### config.mk
export PLATFORM = sky130hd
export DESIGN_NAME = inst_fetch_flat
export DESIGN_NICKNAME = d
export VERILOG_FILES = /design/src/rtl/inst_fetch_if.sv /design/src/rtl/inst_fetch.sv /design/src/flat_wrapper.sv
export SDC_FILE = /design/constraint.sdc
export NUM_CORES = 1
export LEC_CHECK = 0
export BUFFER_PORTS_ARGS = -buffer_cell sky130_fd_sc_hd__buf_2
export CORE_UTILIZATION = 50
export CTS_CLUSTER_SIZE = 12
export DETAILED_ROUTE_END_ITERATION = 12
export GPL_TIMING_DRIVEN = 0
export HOLD_SLACK_MARGIN = 0.1
export PLACE_DENSITY = 0.86
export SLEW_MARGIN = 25
export SYNTH_ARGS = -nofsm -noshare
export SYNTH_HDL_FRONTEND = slang
export SYNTH_SLANG_ARGS = --single-unit
### constraint.sdc
create_clock -name clk -period 7.5 [get_ports clk]
set_clock_uncertainty 0.1 [all_clocks]
set_input_delay 0.375 -clock clk [delete_from_list [all_inputs] [get_ports clk]]
set_output_delay 0.375 -clock clk [all_outputs]
set_load 0.01 [all_outputs]
### src/rtl/inst_fetch_if.sv
// Instruction fetch bus bundle: the memory request/response channel and the
// fetch-to-decode channel. The fetch unit uses the master modport; the
// memory/decode side uses the slave modport.
interface inst_fetch_if;
  // Instruction memory channel
  logic        imem_req;
  logic [31:0] imem_addr;
  logic        imem_gnt;
  logic        imem_rvalid;
  logic [31:0] imem_rdata;
  // Decode channel
  logic        if_valid;
  logic        if_ready;
  logic [31:0] if_inst;
  logic [31:0] if_pc;
  logic        if_misalign;

  modport master (
    output imem_req, imem_addr,
    input  imem_gnt, imem_rvalid, imem_rdata,
    output if_valid, if_inst, if_pc, if_misalign,
    input  if_ready
  );

  modport slave (
    input  imem_req, imem_addr,
    output imem_gnt, imem_rvalid, imem_rdata,
    input  if_valid, if_inst, if_pc, if_misalign,
    output if_ready
  );
endinterface

### src/rtl/inst_fetch.sv
// Instruction fetch unit: issues one outstanding instruction memory request at
// a time, buffers responses in a DEPTH-entry FIFO and presents the head entry
// to decode with a valid/ready handshake. A redirect kills the in-flight
// response and flushes the buffer.
// Optional feature macro: IFETCH_MISALIGN_CHECK_EN -- a misaligned pc is not
// fetched; a misaligned-fetch marker entry is queued instead and fetching
// stalls until the next redirect.
module inst_fetch #(
  parameter int DEPTH = 2
) (
  input  logic        clk,
  input  logic        global_rst,
  input  logic [31:0] pc,
  input  logic        redirect,
  output logic        pc_advance,
  inst_fetch_if.master bus
);

  localparam int PW = (DEPTH > 1) ? $clog2(DEPTH) : 1;
  localparam int CW = PW + 1;
  localparam logic [CW-1:0] DEPTH_C = CW'(DEPTH);

  typedef enum logic [1:0] {IDLE, REQ, WAIT, DROP} state_t;

  state_t        state_reg;
  logic          kill_reg;
  logic          req_reg;
  logic [31:0]   addr_reg;
  logic [31:0]   entry_pc_reg;
  logic [PW-1:0] wr_ptr_reg;
  logic [PW-1:0] rd_ptr_reg;
  logic [CW-1:0] count_reg;

  logic [31:0] inst_mem [DEPTH];
  logic [31:0] pc_mem   [DEPTH];

  logic          space;
  logic          pop;
  logic          push_fetch;
  logic          push;
  logic          idle_go;
  logic          mis_trap;
  logic [31:0]   push_inst;
  logic [31:0]   push_pc;
  logic [CW-1:0] count_next;

  assign space      = (count_reg < DEPTH_C);
  // A redirect flushes the buffer, so it overrides any pop or push.
  assign pop        = (count_reg != '0) && bus.if_ready && !redirect;
  assign push_fetch = (state_reg == WAIT) && bus.imem_rvalid && !redirect;

`ifdef IFETCH_MISALIGN_CHECK_EN
  logic stall_reg;
  logic mis_mem [DEPTH];

  assign idle_go  = (state_reg == IDLE) && !redirect && space && !stall_reg
                    && (pc[1:0] == 2'b00);
  assign mis_trap = (state_reg == IDLE) && !redirect && space && !stall_reg
                    && (pc[1:0] != 2'b00);

  // After a misaligned marker is queued, nothing is issued until a redirect.
  always_ff @(posedge clk or negedge global_rst) begin
    if (!global_rst)   stall_reg <= 1'b0;
    else if (redirect) stall_reg <= 1'b0;
    else if (mis_trap) stall_reg <= 1'b1;
  end
`else
  assign idle_go  = (state_reg == IDLE) && !redirect && space;
  assign mis_trap = 1'b0;
`endif

  assign push       = push_fetch || mis_trap;
  assign push_inst  = mis_trap ? 32'h0000_0000 : bus.imem_rdata;
  assign push_pc    = mis_trap ? pc : entry_pc_reg;
  assign count_next = count_reg + CW'(push) - CW'(pop);

  // The program counter steps in the cycle the memory accepts a live request.
  assign pc_advance = bus.imem_gnt && (state_reg == REQ) && !kill_reg && !redirect;

  // Fetch FSM: request issue, grant tracking and response kill handling.
  always_ff @(posedge clk or negedge global_rst) begin
    if (!global_rst) begin
      state_reg    <= IDLE;
      kill_reg     <= 1'b0;
      req_reg      <= 1'b0;
      addr_reg     <= '0;
      entry_pc_reg <= '0;
    end else begin
      case (state_reg)
        IDLE: begin
          if (idle_go) begin
            state_reg    <= REQ;
            req_reg      <= 1'b1;
            addr_reg     <= pc;
            entry_pc_reg <= pc;
            kill_reg     <= 1'b0;
          end
        end
        REQ: begin
          // The request is never withdrawn; a redirect only marks it dead.
          kill_reg <= kill_reg || redirect;
          if (bus.imem_gnt) begin
            req_reg   <= 1'b0;
            state_reg <= (kill_reg || redirect) ? DROP : WAIT;
          end
        end
        WAIT: begin
          if (redirect) begin
            state_reg <= DROP;
          end else if (bus.imem_rvalid) begin
            if (count_next < DEPTH_C) begin
              state_reg    <= REQ;
              req_reg      <= 1'b1;
              addr_reg     <= pc;
              entry_pc_reg <= pc;
            end else begin
              state_reg <= IDLE;
            end
          end
        end
        DROP: begin
          if (bus.imem_rvalid) begin
            state_reg <= IDLE;
            kill_reg  <= 1'b0;
          end
        end
        default: begin
          state_reg <= IDLE;
          req_reg   <= 1'b0;
          kill_reg  <= 1'b0;
        end
      endcase
    end
  end

  // Buffer pointers and occupancy; a redirect empties the buffer.
  always_ff @(posedge clk or negedge global_rst) begin
    if (!global_rst) begin
      wr_ptr_reg <= '0;
      rd_ptr_reg <= '0;
      count_reg  <= '0;
    end else if (redirect) begin
      wr_ptr_reg <= '0;
      rd_ptr_reg <= '0;
      count_reg  <= '0;
    end else begin
      if (push) wr_ptr_reg <= wr_ptr_reg + 1'b1;
      if (pop)  rd_ptr_reg <= rd_ptr_reg + 1'b1;
      count_reg <= count_next;
    end
  end

  // Per-entry storage; contents need no reset because if_valid gates them.
  for (genvar gi = 0; gi < DEPTH; gi++) begin : g_entry
    // Capture the pushed entry into the slot addressed by the write pointer.
    always_ff @(posedge clk) begin
      if (push && (wr_ptr_reg == PW'(gi))) begin
        inst_mem[gi] <= push_inst;
        pc_mem[gi]   <= push_pc;
`ifdef IFETCH_MISALIGN_CHECK_EN
        mis_mem[gi]  <= mis_trap;
`endif
      end
    end
  end

  assign bus.imem_req  = req_reg;
  assign bus.imem_addr = addr_reg;
  assign bus.if_valid  = (count_reg != '0);
  assign bus.if_inst   = inst_mem[rd_ptr_reg];
  assign bus.if_pc     = pc_mem[rd_ptr_reg];
`ifdef IFETCH_MISALIGN_CHECK_EN
  assign bus.if_misalign = (count_reg != '0) && mis_mem[rd_ptr_reg];
`else
  assign bus.if_misalign = 1'b0;
`endif

endmodule
### src/flat_wrapper.sv
// flat-port wrapper written by rule: the top's interface ports become plain ports
module inst_fetch_flat 
#(
  parameter int DEPTH = 2
)
  (clk, global_rst, pc, redirect, pc_advance, bus_imem_req, bus_imem_addr, bus_imem_gnt, bus_imem_rvalid, bus_imem_rdata, bus_if_valid, bus_if_inst, bus_if_pc, bus_if_misalign, bus_if_ready);
  inst_fetch_if bus_i ();
  input  logic clk;
  input  logic global_rst;
  input  logic [31:0] pc;
  input  logic redirect;
  output logic pc_advance;
  output wire logic [$bits(bus_i.imem_req)-1:0] bus_imem_req;
  output wire logic [$bits(bus_i.imem_addr)-1:0] bus_imem_addr;
  input wire logic [$bits(bus_i.imem_gnt)-1:0] bus_imem_gnt;
  input wire logic [$bits(bus_i.imem_rvalid)-1:0] bus_imem_rvalid;
  input wire logic [$bits(bus_i.imem_rdata)-1:0] bus_imem_rdata;
  output wire logic [$bits(bus_i.if_valid)-1:0] bus_if_valid;
  output wire logic [$bits(bus_i.if_inst)-1:0] bus_if_inst;
  output wire logic [$bits(bus_i.if_pc)-1:0] bus_if_pc;
  output wire logic [$bits(bus_i.if_misalign)-1:0] bus_if_misalign;
  input wire logic [$bits(bus_i.if_ready)-1:0] bus_if_ready;
  assign bus_imem_req = bus_i.imem_req;
  assign bus_imem_addr = bus_i.imem_addr;
  assign bus_i.imem_gnt = bus_imem_gnt;
  assign bus_i.imem_rvalid = bus_imem_rvalid;
  assign bus_i.imem_rdata = bus_imem_rdata;
  assign bus_if_valid = bus_i.if_valid;
  assign bus_if_inst = bus_i.if_inst;
  assign bus_if_pc = bus_i.if_pc;
  assign bus_if_misalign = bus_i.if_misalign;
  assign bus_i.if_ready = bus_if_ready;
  inst_fetch #(.DEPTH(DEPTH)) u_core (.clk(clk), .global_rst(global_rst), .pc(pc), .redirect(redirect), .pc_advance(pc_advance), .bus(bus_i));
endmodule
* Word level (Yosys, flattened, before mapping)
Memory sizes are Yosys's and may differ from the RTL's.
Cells that the tools add are included.
** Cells by class
- Add/subtract/negate cells :: 4
- Multipliers :: 0
- Divide/modulo/power cells :: 0
- Order comparisons :: 2
- Eq/ne operators :: 10
- Shifts and indexed selects :: 0
- Mux-type cells :: 37
- Bitwise logic cells :: 1
- Reductions and logical operators :: 27
** Operators by type and width (count)
- 2-to-1 mux 32 bit :: 6
- one-hot mux 32 bit (2 select lines) :: 1
- OR reduction 32 bit :: 2
- 2-to-1 mux 1 bit :: 21
- 2-to-1 mux 2 bit :: 6
- logical AND 1 bit :: 11
- != test 2 bit, second input constant :: 5
- one-hot mux 2 bit (4 select lines) :: 1
- nonzero test 2 bit :: 4
- one-hot mux 1 bit (3 select lines) :: 2
- AND reduction 6 bit :: 1
- nonzero test 3 bit :: 2
- AND reduction 5 bit :: 1
- == test 2 bit, second input constant :: 2
- less-than comparator 2 bit, second input constant :: 2
- AND reduction 4 bit :: 1
- != test 3 bit, second input constant :: 1
- AND reduction 3 bit :: 1
- adder 1 bit, second input constant :: 2
- adder 2 x 1 -> 2 bit :: 1
- == test 2 x 1 -> 1 bit, second input constant :: 1
- logical NOT 1 bit :: 2
- logical NOT 2 bit :: 1
- != test 2 x 1 -> 1 bit, second input constant :: 1
- 3 further kinds :: 3
** Storage, ports and cells
- Flip-flop bits (word level) :: 40
- Latch bits :: 0
- Memory bits (writable) :: 128
- Memory bits (read-only) :: 0
- Output and inout port bits :: 100
- Word-level logic and storage cells :: 90
- Memories kept :: 2
** Memories
- u_core.inst_mem :: words 2, width 32, rd ports 1, clocked after memory_dff 0, wr ports 1, RTL line inst_fetch.sv:34 : logic [31:0] inst_mem [DEPTH];
- u_core.pc_mem :: words 2, width 32, rd ports 1, clocked after memory_dff 0, wr ports 1, RTL line inst_fetch.sv:35 : logic [31:0] pc_mem [DEPTH];

* Longest topological paths before layout
Gate-level depths: netlist (run 1).
- Depth in word-level cells :: 10
- Mapped depth :: 12
- Depth with buffers taken out :: 10

* Worst setup path after synthesis (run 1)
No wires, ideal clock.
- Path kind :: register -> register
- Start point :: register u_core.state_reg[0]
- End point :: memory u_core.inst_mem[0][0], enable pin
- Arrival time :: 5.196 ns
- Required time :: 6.835 ns
- Slack :: 1.639 ns
- Stages on the path, launching flop included :: 5
- Buffers on the path :: 1
- Period minus slack after synthesis :: 5.861 ns
- Cell sequence :: dfrtp_1 > buf_4 > and2b_2 > nand2_1 > nor3_1
** Between the ends
- Cells in the longest elaborated chain, start to end :: 8
** RTL lines
- from (decl) :: RTL line inst_fetch.sv:25 : state_t state_reg;
- from (signal assigned) :: RTL line inst_fetch.sv:104 : state_reg <= (kill_reg || redirect) ? DROP : WAIT;
- == test 2 bit * :: RTL line inst_fetch.sv:50 : assign push_fetch = (state_reg == WAIT) && bus.imem_rvalid && !redirect;
- logical AND 1 bit * (2 in series) :: RTL line inst_fetch.sv:50
- logical AND 1 bit :: RTL line inst_fetch.sv:157 : if (push && (wr_ptr_reg == PW'(gi))) begin
- 2-to-1 mux 1 bit :: RTL line inst_fetch.sv:157
- 2-to-1 mux 1 bit (not written as such) :: RTL line inst_fetch.sv:158 : inst_mem[gi] <= push_inst;
- OR reduction 32 bit (no source line)
- 2-to-1 mux 1 bit (no source line)
- to (decl) :: RTL line inst_fetch.sv:34
Every way passes the cells marked *; elsewhere a longest branch is shown, timed or not.

* Worst setup path in the final report (run 1)
- Start point :: register u_core.count_reg[1]
- End point :: register u_core.addr_reg[18], in the netlist u_core.bus.imem_addr[18]
** Between the ends
- Cells in the longest elaborated chain, start to end :: 7
** RTL lines
- from (decl) :: RTL line inst_fetch.sv:32 : logic [CW-1:0] count_reg;
- from (signal assigned) :: RTL line inst_fetch.sv:149 : count_reg <= count_next;
- branches (longest 6 deep; another with adder 2 x 1 -> 2 bit)
- AND reduction 5 bit (no source line) *
- to (signal assigned) :: RTL line inst_fetch.sv:94 : addr_reg <= pc;
- to (signal assigned) :: RTL line inst_fetch.sv:114 : addr_reg <= pc;
- to (decl) :: RTL line inst_fetch.sv:28 : logic [31:0] addr_reg;
Mark *: on every way between the ends.
A chain may end at the register's enable or synchronous reset.

==> run summary, run 1 <==
Status -> completed
H-tree depth -> 4
Drt wl/cell -> 16.9 um
Critical path fanouts, max -> 10
Placed Instances -> 671
Post-route insts no fill -> 768
Core ar. -> 0.0126 mm2
TritonCTS clock tree -> built
Met3 usage -> 0.0643
Grt met1 use -> 0.228
Global route overflow -> 0
# DRC -> 0
Post-CTS Resized -> 0
Setup Fix Bufs, Post-CTS -> 0
Slew Limit Fails -> 0
Worst Tran Pin Value -> 0.609 ns
Maximum vdd drop -> 0.000195 V
DRT iter0 DRCs -> 236
Port Buffers -> 168
HPWL Detailed -> 8140 um
Die area -> 0.0134 mm2
Clk slew on worst S/H paths -> 0.07 ns
Starting Density -> 0.511
GRT Resource Usage Total -> 0.201
Vias per cell -> 4.87
Syn nets -> 394
Crit start category -> flop
Finished Cell Area -> 0.00885 mm2
Most Crowded Layer GR -> met2
Antenna violations before repair -> 0
Area Growth Syn to Fin -> 37.3%
Kind of critical path -> flop to flop
Global-route wire length before repair -> 19500 um
Leak -> 3.66 nW
Final setup viols -> 0
FF-to-FF path depth -> 12
RSZ-0062 raised after global routing -> no
CP Capture Type -> flop
Clock Sinks -> 168
Synthesized netlist cell count -> 322
Diodes inserted -> 0
Fillers -> 814
#FFs+latches synth -> 168
Height of the die -> 116 um
WHS Path Cells -> 3
GR Layer Usage met2 -> 0.358
Sequential fraction of the synthesis area -> 0.751
Total power -> 2.86 mW
# nets final -> 655
Worst skew pair latency -> 0.42 ns
DP Area -> 0.00760 mm2
Max Cap Violations -> 0
Num CTS Buffers -> 17
Yosys Warn Count -> 0
Die width -> 116 um
Synth area leader -> edfxtp_1
Final min period -> 2.70 ns
WL final -> 13000 um
DR vias -> 3739
Synth cell types -> 32
Routed Antenna Nets -> 0
Min-delay worst type -> input port to flop
Cell Area, Synth -> 0.00645 mm2
Crit share post-route -> 0.361
Critical Path RT -> 7.70 ns
Number of global-route vias before repair -> 3853
CTS Buffer Depth -> 2
Syn Area/Cell -> 20.0 um2
Largest net degree at the start of global routing -> 41
Slew margin rel. -> 0.594
Top cell type's share of synthesized area -> 0.596
Max frequency -> 370 MHz
CTS root buffer -> clkbuf_16
WP data arrival -> 2.90 ns
# IOs -> 170
FP Rows -> 41
Final RePlAce weighted congestion -> 0.739
Final hold violations -> 0
Pre-Repair DR Iteration Count -> 6
Pwr dens -> 324 mW/mm2
Top post-synthesis cells by area -> edfxtp_1 (60%), dfrtp_1 (16%), mux2_1 (8.7%)
Share of layout cells above drive strength 1 -> 0.450
==> metal layers <==
layer | part of all wire | wire (um)
met3 | 0.059 | 764
met1 | 0.40 | 5230
met5 | 0 | 0
met2 | 0.52 | 6780
met4 | 0.013 | 169
==> synth_stat cells <==
cell	instances
nand2_1	7
buf_4	2
a21o_1	1
inv_1	4
buf_2	5
and2b_2	1
o21ai_0	2
or3_1	1
conb_1	1
ha_1	2
and2_1	2
edfxtp_1	128
or2_1	1
mux2i_1	1
xnor3_1	1
mux2_1	50
a2111oi_2	1
nand3b_1	1
nor3_1	2
and3b_1	1
nor2b_1	1
clkbuf_1	3
buf_12	3
a21oi_1	4
mux2_4	29
mux2_2	17
xor2_1	2
dfrtp_1	40
nor4_4	1
nor2_1	6
a211oi_1	1
buf_6	1
==> worst paths after layout <==
path,from,endpoint,slack [ns]
max reg2reg,u_core.count_reg[1],u_core.bus.imem_addr[18],4.80
min,bus_imem_gnt,u_core.state_reg[1],0.14
min in group asynchronous,global_rst,u_core.bus.imem_addr[13],0.39
max,u_core.count_reg[1],u_core.bus.imem_addr[18],4.80
max in group asynchronous,global_rst,u_core.bus.imem_addr[11],6.52
min reg2reg,u_core.bus.imem_addr[7],u_core.pc_mem[0][7],0.39
==> area by class of cell <==
cell class | count | area (um2) | share of cell area
Sequential cell | 168 | 4840 | 0.547
Timing Repair Buffer | 242 | 1580 | 0.179
Multi-Input combinational cell | 136 | 1470 | 0.166
Clock buffer | 18 | 429 | 0.0485
Tap cell | 172 | 215 | 0.0243
Clock inverter | 14 | 171 | 0.0194
Buffer | 14 | 123 | 0.0139
Inverter | 4 | 15.0 | 0.00170
==> what timing repair did <==
action,CTS,global route
hold endpoints to repair,136,0
hold buffers,65,0
endpoints found under the setup margin,0,0
==> power by group <==
part / leakage (nW) / switching (mW) / internal (mW)
Clock: 0.284 / 0.353 / 0.526
Combinational: 1.74 / 0.301 / 0.380
Sequential: 1.63 / 0.112 / 1.19
Total: 3.66 / 0.766 / 2.10
==> cells by family (layout without fill, tap and decap cells) <==
logic type,count (synthesis),count (layout),synth area share
adders and majority gates,2,2,0.00388
buffers and inverters,18,292,0.0213
DFF,168,168,0.751
other,1,1,0.000582
xor gates and xnor gates,3,3,0.00621
and+or+nand+nor,24,24,0.0212
muxes,97,97,0.186
AOI/OAI and AO/OA,9,9,0.00932
==> critical path, stage by stage (launching register included) <==
cell and delay (ns):
dfrtp_1 0.44, or2_1 0.27, nand2_1 0.12, nor2_1 0.05
ha_1 0.29, inv_1 0.04, ha_1 0.19, xnor3_1 0.23
nand2_1 0.06, a21o_1 0.20, buf_6 0.15, buf_12 0.15
mux2_4 0.30
==> placed cells by master, fill, tap and decap left out, types with 2 or more instances in the layout <==
cell type	netlist	final
a21oi_1	4	4
buf_12	3	4
buf_2	5	172
buf_4	2	9
buf_6	1	3
bufinv_16	0	3
clkbuf_1	3	4
clkbuf_16	0	17
clkinv_1	0	2
clkinv_4	0	2
clkinvlp_4	0	3
dfrtp_1	40	40
dlygate4sd3_1	0	65
edfxtp_1	128	128
ha_1	2	2
inv_1	4	4
inv_6	0	2
mux2_1	50	50
mux2_2	17	17
mux2_4	29	29
nand2_1	7	7
nor2_1	6	6
o21ai_0	2	2
xor2_1	2	2
==> stage by stage <==
step	setup slack, ns	hold WS [ns]	utilization	TNS, ns
floorplan	1.64	-0.0206	-	0
global placement	-0.652	0.368	0.595	-41.49
detailed placement	4.64	0.382	0.602	0
CTS	4.80	0.133	0.701	0
global route	4.71	0.160	0.701	0
finish	4.80	0.142	0.701	0
Power figures use the tool's default switching activity.
==> inputs of run 2 (changes only) <==
--- a/config.mk
+++ b/config.mk
@@ -6,12 +6,12 @@
 export NUM_CORES = 1
 export LEC_CHECK = 0
 export BUFFER_PORTS_ARGS = -buffer_cell sky130_fd_sc_hd__buf_2
-export CORE_UTILIZATION = 50
+export CORE_UTILIZATION = 47
 export CTS_CLUSTER_SIZE = 12
 export DETAILED_ROUTE_END_ITERATION = 12
 export GPL_TIMING_DRIVEN = 0
 export HOLD_SLACK_MARGIN = 0.1
-export PLACE_DENSITY = 0.86
+export PLACE_DENSITY = 0.85
 export SLEW_MARGIN = 25
 export SYNTH_ARGS = -nofsm -noshare
 export SYNTH_HDL_FRONTEND = slang
==> constraint.sdc (replaced) <==
create_clock -name clk -period 2.3 [get_ports clk]
set_clock_uncertainty 0.1 [all_clocks]
set_input_delay 0.115 -clock clk [delete_from_list [all_inputs] [get_ports clk]]
set_output_delay 0.115 -clock clk [all_outputs]
set_load 0.01 [all_outputs]
==> run 2 against run 1 <==
Effect of this change: the flow now finishes with violations (negative setup slack); clock power rose to 2.9 times the previous value; maximum frequency is 2.0% higher; sequential share of layout area fell by 0.89 points; wire length is 2.5% higher; via count grew 1.9%; count of clock-buffer cells in the layout rose by 3; register-to-register slack got worse by 5.1 ns; worst hold slack gained 0.015 ns; first-iteration DRC count shrank 37%; die area grew 6.3%; core utilization shrank 2.4 points; sequential cell count unchanged; critical endpoint is now u_core.bus.imem_addr[17].
==> run summary, run 2 (synthesis gave the netlist of run 1 again) <==
HPWL Detailed -> 7910 um
Crit start category -> flop
CP Capture Type -> flop
H-tree depth -> 4
DR vias -> 3810
Diodes inserted -> 0
Status -> finished with violations
Reg power frac -> 0.459
Global route overflow -> 0
Met1 Routed Length -> 5400 um
Wire length on met2 -> 7050 um
Kind of critical path -> flop to flop
FP Rows -> 42
Area Growth Syn to Fin -> 39.6%
Antenna violations before repair -> 0
Layout Utilization -> 0.677
R2r startpoint -> u_core.count_reg[1]
Number of global-route vias before repair -> 4050
DRT iter0 DRCs -> 148
Sw Ratio -> 0.267
Commonest non-fill, non-tap cell in the layout -> buf_2
Critical path fanouts, max -> 5
Worst skew pair latency -> 0.41 ns
Pre-Repair DR Iteration Count -> 4
Critical-path top delay cell -> dfrtp_2
Drt wl/cell -> 16.9 um
Vias per cell -> 4.86
Leak -> 3.72 nW
# IOs -> 170
Critical Path RT -> 2.49 ns
# DRC -> 0
Max frequency -> 377 MHz
Die width -> 119 um
RSZ-0062 raised after global routing -> yes
Crit share post-route -> 1.15
Combinational power share -> 0.271
DR top layer -> met4
Final hold violations -> 0
Internal Pwr Total -> 6.81 mW
Pwr dens -> 1030 mW/mm2
CP peak stage delay -> 0.41 ns
# nets final -> 667
Clock share of power -> 0.270
TritonCTS clock tree -> built
Slew Limit Fails -> 0
Height of the die -> 119 um
Num CTS Buffers -> 17
Slew margin rel. -> 0.400
Critical-path cell list -> or2_4 > nand2_4 > nor2_2 > ha_1 > inv_2 > ha_4 > xnor3_1 > nand2_2 > a21o_4 > buf_12 > clkbuf_16 > mux2_4
PnR worst setup slack -> -0.350 ns
Maximum vdd drop -> 0.000831 V
Psw -> 2.48 mW
Fillers -> 875
Final setup viols -> 97
FF-to-FF path depth -> 12
Post-route insts no fill -> 784
Routed Antenna Nets -> 0
Global-route wire length before repair -> 20300 um
Total power -> 9.29 mW
Dpl ws -> -0.334 ns
Share of layout cells above drive strength 1 -> 0.470
Max Cap Violations -> 0
Clock Sinks -> 168
Die area -> 0.0142 mm2
Clk slew on worst S/H paths -> 0.06 ns
Met3 wire len -> 635 um
WL final -> 13300 um
Reg2reg setup slack -> -0.35 ns
Starting Density -> 0.485
Port Buffers -> 168
Min-delay worst type -> input port to asynchronous set/reset pin
CTS root buffer -> clkbuf_16
Final min period -> 2.65 ns
R2r endpoint -> u_core.bus.imem_addr[17]
Delay-heaviest family, CP -> adder cells
Largest net degree at the start of global routing -> 65
WP data arrival -> 2.84 ns
GRT Resource Usage Total -> 0.193
Core ar. -> 0.0133 mm2
Placed Instances -> 670
Final RePlAce weighted congestion -> 0.770
Worst Setup SP -> u_core.count_reg[1]
CP Buf/Inv Count -> 3
Commonest cells after routing, fill and taps aside -> buf_2 (172), edfxtp_1 (128), dlygate4sd3_1 (69)
Failing checks -> negative setup slack
CTS Buffer Depth -> 2
Worst Tran Pin Value -> 0.900 ns
run 2: layer usage:
metal | vias up | global-route usage
met5 | - | 0
met4 | 0 | 0.0712
met3 | 18 | 0.0546
met2 | 127 | 0.348
met1 | 1900 | 0.215
li1 | 1765 | -
run 2: how the worst max path moves through the flow:
stage,end,slack [ns],cells after the start
after floorplan,u_core.inst_mem[0][0],-0.62,4
final,u_core.bus.imem_addr[17],-0.35,12
after CTS,u_core.bus.imem_addr[14],-0.31,13
after global routing,u_core.bus.imem_addr[1],-0.43,12
after detailed placement,u_core.bus.imem_addr[29],-0.33,12
after global placement,u_core.inst_mem[0][16],-1.39,4
run 2: layout make-up:
cell class | count | area (um2) | area share
Clock buffer | 21 | 440 | 0.0489
Multi-Input combinational cell | 136 | 1540 | 0.171
Sequential cell | 168 | 4850 | 0.538
Timing Repair Buffer | 255 | 1750 | 0.194
Tap cell | 176 | 220 | 0.0245
Buffer | 13 | 116 | 0.0129
Inverter | 4 | 15.0 | 0.00167
Clock inverter | 11 | 82.6 | 0.00917
run 2: repair_timing:
action,CTS,global route
gates resized for setup,5,7
buffers inserted,6,6
cloned,1,1
pin swaps,1,2
hold buffers,69,0
endpoints found under the hold margin,147,0
setup endpoints to repair,147,104
run 2: through the flow:
stage	setup TNS [ns]	cell area, um2	hold WS [ns]
floorplan	-44.08	6490	-0.281
global placement	-97.19	7550	0.198
detailed placement	-10.0	7600	0.207
CTS	-10.09	8920	0.173
global route	-28.01	9000	0.178
finish	-17.04	9000	0.157
run 2: power groups by stage:
stage / clock network, mW / registers (mW) / logic, mW
5_1_grt: 2.68 / 4.32 / 2.67
2_1_floorplan: 0 / 4.37 / 1.30
4_1_cts: 2.56 / 4.26 / 2.43
3_5_place_dp: 0 / 4.32 / 2.17
3_3_place_gp: 0 / 4.27 / 2.10
6_report: 2.51 / 4.27 / 2.52
